**src/rtl/char_rom_arbiter.sv**
```systemverilog
// Round-robin arbiter sharing one synchronous char/sprite ROM between host and guest draw pipelines.
// Latency: grant is combinational, rom_en/rom_addr one edge later, rvalid ROM_LATENCY+1 edges after acceptance.
// Backpressure: none on returns; a losing requester holds req/addr until granted (bounded to 2 cycles).
module char_rom_arbiter #(
    parameter int unsigned ADDR_WIDTH  = 12,
    parameter int unsigned DATA_WIDTH  = 12,
    parameter int unsigned ROM_LATENCY = 1
) (
    input  logic                  clk,
    input  logic                  rst,
    input  logic                  frame_start,
    input  logic                  req_host,
    input  logic [ADDR_WIDTH-1:0] addr_host,
    output logic                  gnt_host,
    output logic                  rvalid_host,
    output logic [DATA_WIDTH-1:0] rdata_host,
    input  logic                  req_guest,
    input  logic [ADDR_WIDTH-1:0] addr_guest,
    output logic                  gnt_guest,
    output logic                  rvalid_guest,
    output logic [DATA_WIDTH-1:0] rdata_guest,
    output logic                  rom_en,
    output logic [ADDR_WIDTH-1:0] rom_addr,
    input  logic [DATA_WIDTH-1:0] rom_data
);

    localparam int unsigned TAG_DEPTH = ROM_LATENCY + 1;

    typedef struct packed {
        logic vld;
        logic own;   // 0 = host, 1 = guest
    } tag_t;

    logic prio;
    logic accept;
    tag_t tag_pipe [TAG_DEPTH];
    tag_t tag_out;

    assign gnt_host  = req_host  & (~req_guest | ~prio);
    assign gnt_guest = req_guest & (~req_host  |  prio);
    assign accept    = gnt_host | gnt_guest;
    assign tag_out   = tag_pipe[TAG_DEPTH-1];

    // Frame start re-arms host priority and overrides the rotation from a same-cycle grant.
    always_ff @(posedge clk or posedge rst) begin
        if (rst) begin
            prio <= 1'b0;
        end else if (frame_start) begin
            prio <= 1'b0;
        end else if (accept) begin
            prio <= gnt_host;
        end
    end

    always_ff @(posedge clk or posedge rst) begin
        if (rst) begin
            rom_en   <= 1'b0;
            rom_addr <= '0;
        end else begin
            rom_en <= accept;
            if (accept) begin
                rom_addr <= gnt_host ? addr_host : addr_guest;
            end
        end
    end

    // Owner tags ride alongside the ROM pipeline; clearing them on reset drops in-flight returns.
    always_ff @(posedge clk or posedge rst) begin
        if (rst) begin
            for (int i = 0; i < int'(TAG_DEPTH); i++) begin
                tag_pipe[i] <= '0;
            end
        end else begin
            tag_pipe[0].vld <= accept;
            tag_pipe[0].own <= gnt_guest;
            for (int i = 1; i < int'(TAG_DEPTH); i++) begin
                tag_pipe[i] <= tag_pipe[i-1];
            end
        end
    end

    always_ff @(posedge clk or posedge rst) begin
        if (rst) begin
            rvalid_host  <= 1'b0;
            rvalid_guest <= 1'b0;
            rdata_host   <= '0;
            rdata_guest  <= '0;
        end else begin
            rvalid_host  <= tag_out.vld & ~tag_out.own;
            rvalid_guest <= tag_out.vld &  tag_out.own;
            if (tag_out.vld && !tag_out.own) begin
                rdata_host <= rom_data;
            end
            if (tag_out.vld && tag_out.own) begin
                rdata_guest <= rom_data;
            end
        end
    end

endmodule
```
**config.mk**
```make
export PLATFORM = sky130hd
export DESIGN_NAME = char_rom_arbiter
export DESIGN_NICKNAME = d
export VERILOG_FILES = /design/src/rtl/char_rom_arbiter.sv
export SDC_FILE = /design/constraint.sdc
export NUM_CORES = 1
export LEC_CHECK = 0
export ABC_CLOCK_PERIOD_IN_PS = 3700
export CELL_PAD_IN_SITES_DETAIL_PLACEMENT = 1
export CELL_PAD_IN_SITES_GLOBAL_PLACEMENT = 1
export CORE_MARGIN = 1.5
export CORE_UTILIZATION = 30
export DETAILED_ROUTE_END_ITERATION = 12
export GPL_TIMING_DRIVEN = 0
export PLACE_DENSITY_LB_ADDON = 0.2
export SLEW_MARGIN = 20
export SYNTH_ARGS = -nofsm -noshare
export SYNTH_HDL_FRONTEND = slang
export SYNTH_SLANG_ARGS = --single-unit
```
**constraint.sdc**
```tcl
create_clock -name clk -period 3.7 [get_ports clk]
set_clock_uncertainty 0.1 [all_clocks]
set_input_delay 0.74 -clock clk [delete_from_list [all_inputs] [get_ports clk]]
set_output_delay 0.74 -clock clk [all_outputs]
set_load 0.05 [all_outputs]
```
==> results of run 1 <==
kinds of logic (layout without fill, tap and decap cells):
kind of cell	Yosys count	in the layout
simple gates	18	18
flops	43	43
mux	24	24
compound gates	38	38
buf+inv	12	102
where the power goes:
part / total, mW / leakage (nW) / internal, mW / switching (mW)
Combinational: 0.532 / 0.626 / 0.209 / 0.323
Sequential: 0.565 / 0.500 / 0.532 / 0.0325
Clock: 0.284 / 0.0412 / 0.132 / 0.152
Total: 1.38 / 1.17 / 0.873 / 0.508
cell usage after synthesis:
cell / n / area [sq um]
nand2b_4: 1 / 13.8
nor2b_4: 1 / 13.8
buf_2: 2 / 10.0
dfrtp_1: 43 / 1080
o32ai_2: 8 / 130
or2b_1: 4 / 30.0
nand2b_1: 8 / 50.1
nor2_1: 2 / 7.51
mux2_2: 21 / 236
a21boi_0: 1 / 7.51
o32ai_1: 4 / 35.0
or2_2: 1 / 6.26
o21ai_0: 12 / 60.1
inv_2: 1 / 3.75
nand2_2: 1 / 6.26
a21oi_1: 5 / 25.0
mux2_1: 3 / 33.8
buf_4: 4 / 30.0
buf_6: 2 / 22.5
a21oi_2: 8 / 70.1
inv_1: 3 / 11.3
state kept, by name (all words and copies together), names as in the netlist:
register      flops
prio              1
rdata_guest      12
rdata_host       12
rom_addr         12
rvalid_guest      1
rvalid_host       1
tag_out           2
tag_pipe          2
area by class of cell:
type | instances | area (sq um) | share of cell area [%]
Timing Repair Buffer | 82 | 833 | 28.8
Inverter | 4 | 15.0 | 0.519
Clock inverter | 2 | 12.5 | 0.433
Multi-Input combinational cell | 80 | 726 | 25.1
Tap cell | 75 | 93.8 | 3.25
Buffer | 8 | 62.6 | 2.16
Clock buffer | 6 | 72.6 | 2.51
Sequential cell | 43 | 1080 | 37.2
worst paths after layout:
check,start,end,slack [ns]
worst max-delay path,req_host,gnt_host,0.18
worst min-delay path,tag_pipe[2]$_DFF_PP0_,tag_out[0]$_DFF_PP0_,0.25
worst max register to register,tag_out[1]$_DFF_PP0_,rdata_guest[6]$_DFFE_PP0P_,2.42
worst min register to register,tag_pipe[2]$_DFF_PP0_,tag_out[0]$_DFF_PP0_,0.25
max in group asynchronous,rst,rdata_host[8]$_DFFE_PP0P_,2.34
min in group asynchronous,rst,rom_addr[6]$_DFFE_PP0P_,0.68
worst max-delay path, stage by stage:
cell and delay, ns:
clkdlybuf4s50_1 0.62, buf_2 0.28, a21boi_0 0.20, clkdlybuf4s50_1 0.84
cells in the final DEF, fill, tap and decap left out, drive strengths merged:
| master | count |
|---|---|
| o21ai | 12 |
| clkdlybuf4s50 | 80 |
| mux2 | 24 |
| inv | 4 |
| o32ai | 12 |
| buf | 9 |
| clkbuf | 6 |
| or2b | 4 |
| nor2 | 2 |
| nand2 | 1 |
| dfrtp | 43 |
| dlymetal6s2s | 1 |
| clkinvlp | 1 |
| or2 | 1 |
| clkinv | 1 |
| nand2b | 9 |
| a21boi | 1 |
| a21oi | 13 |
| nor2b | 1 |
stage by stage:
stage / cells / setup slack [ns]
after floorplan: 135 / 0.823
after global placement: 291 / 0.0760
after detailed placement: 292 / 0.0658
after CTS: 300 / 0.0347
after global routing: 300 / 0.123
final: 300 / 0.185
routing by layer:
layer,routed length (um),GRT usage [%]
met1,2030,18.8
met2,2270,25.9
met3,311,4.40
met4,15,3.56
met5,0,0
==> flow_metrics.py, run 1 <==
metrics = {
    "floorplanning": {
        "pin_count": 82,
        "die_y_um": 82.1,
        "coreArea_sq_um": 5990,
        "die_x_um": 82.1,
        "rows": 28,
        "die_area_sq_um": 6750,
        "start_util_pct": 31.4,
    },
    "final_layout": {
        "drive_above_1_share_pct": 26.2,
        "postLayoutCellArea_sq_um": 2890,
        "utilization_pct": 48.3,
        "fin_nets": 265,
        "nFillCells": 619,
        "n_antenna_cell": 0,
        "syn_to_final_growth_pct": 53.9,
    },
    "grt": {
        "grt_usage_pct": 15.1,
        "antenna_found_initial": 0,
        "overflow": 0,
        "grt_pass1_wl_mm": 7.66,
        "grt_pass1_vias": 1539,
        "grt_max_degree": 25,
    },
    "clocking": {
        "cts_tree": "done",
        "postCtsSetupRepairBufs": 0,
        "clkLatencyLatePin_ns": 0.28,
        "cts_hold_buffers": 0,
        "clk_path_buf_depth": 2,
        "path_clk_slew_ns": 0.08,
        "cts_made_buffers": 5,
        "cts.htree.levels": 2,
        "cts_sinks": 43,
        "cts_resized": 0,
        "root_buffer": "clkbuf_8",
    },
    "critical_path": {
        "start_kind": "input pin",
        "crit_path_max_fanout": 10,
        "crit_required_ns": 2.86,
        "endpoint_kind": "output pin",
        "worst-r2r-cell-count": 3,
        "path_class": "input pin to output pin",
        "critPathArrivalTime_ns": 2.68,
    },
    "yosys": {
        "netlist_instances": 135,
        "ys_seq_elements": 43,
        "synth_compound_area_share_pct": 17.4,
        "synth-adder-area-share_pct": 0,
        "yosys.cell_types.count": 21,
        "synth-xor-area-share_pct": 0,
        "synthMuxAreaShare_pct": 14.4,
        "synth_simple_gate_area_share_pct": 6.79,
        "syn_nets": 176,
        "synth_top_family_by_area": "compound AO/OA/AOI/OAI gates",
        "netlist_area_sq_um": 1880,
        "synth.avg_cell_area_sq_um": 13.9,
        "yosysSeqAreaShare_pct": 57.3,
        "yosys_warnings": 0,
    },
    "worst_hold_path": {
        "min_delay_path_depth": 0,
        "hold_path.class": "flop to flop",
    },
    "timing": {
        "setup_viol": 0,
        "tns_ns": 0,
        "period_share_pct": 95.0,
        "slew_viol_final": 0,
        "period_minus_slack_ns": 3.52,
        "rsz0062_at_grt": "no",
        "max_slew_margin_pct": 64.1,
        "fmax_mhz": 284,
        "hold_violations": 0,
        "max_slew.worst_pin.slew_ns": 0.537,
        "whs_ns": 0.254,
    },
    "routing": {
        "vias_per_cell": 4.79,
        "routedWlPerCell_um": 15.4,
        "vias": 1436,
        "finalWirelength_mm": 4.63,
        "drcViolationCount": 0,
        "drt_first_iter_violations": 28,
        "ant_nets": 0,
        "drt_pre_antenna_iters": 4,
    },
    "placement": {
        "numPortBuffers": 81,
        "place_congestion": 0.688,
        "hpwl_mm": 3.50,
        "dpl_cell_area_sq_um": 2800,
    },
    "power_and_ir_drop": {
        "powerDensity_nw_per_um2": 478,
        "cellLeakagePower_nw": 1.17,
        "power_mw": 1.38,
        "ir_worst_vdd_uv": 182,
    },
    "outcome": {
        "run_status": "complete, no violations",
    },
    "job": {
        "cap_viol_max_count": 0,
    },
}
Power figures use the tool's default switching activity.
==> inputs of run 2 (changes only) <==
--- a/config.mk
+++ b/config.mk
@@ -10,6 +10,7 @@
 export CELL_PAD_IN_SITES_GLOBAL_PLACEMENT = 1
 export CORE_MARGIN = 1.5
 export CORE_UTILIZATION = 30
+export CTS_CLUSTER_SIZE = 40
 export DETAILED_ROUTE_END_ITERATION = 12
 export GPL_TIMING_DRIVEN = 0
 export PLACE_DENSITY_LB_ADDON = 0.2
==> results of run 2 <==
Final layout, timing and power as in run 1 (identical DEF).
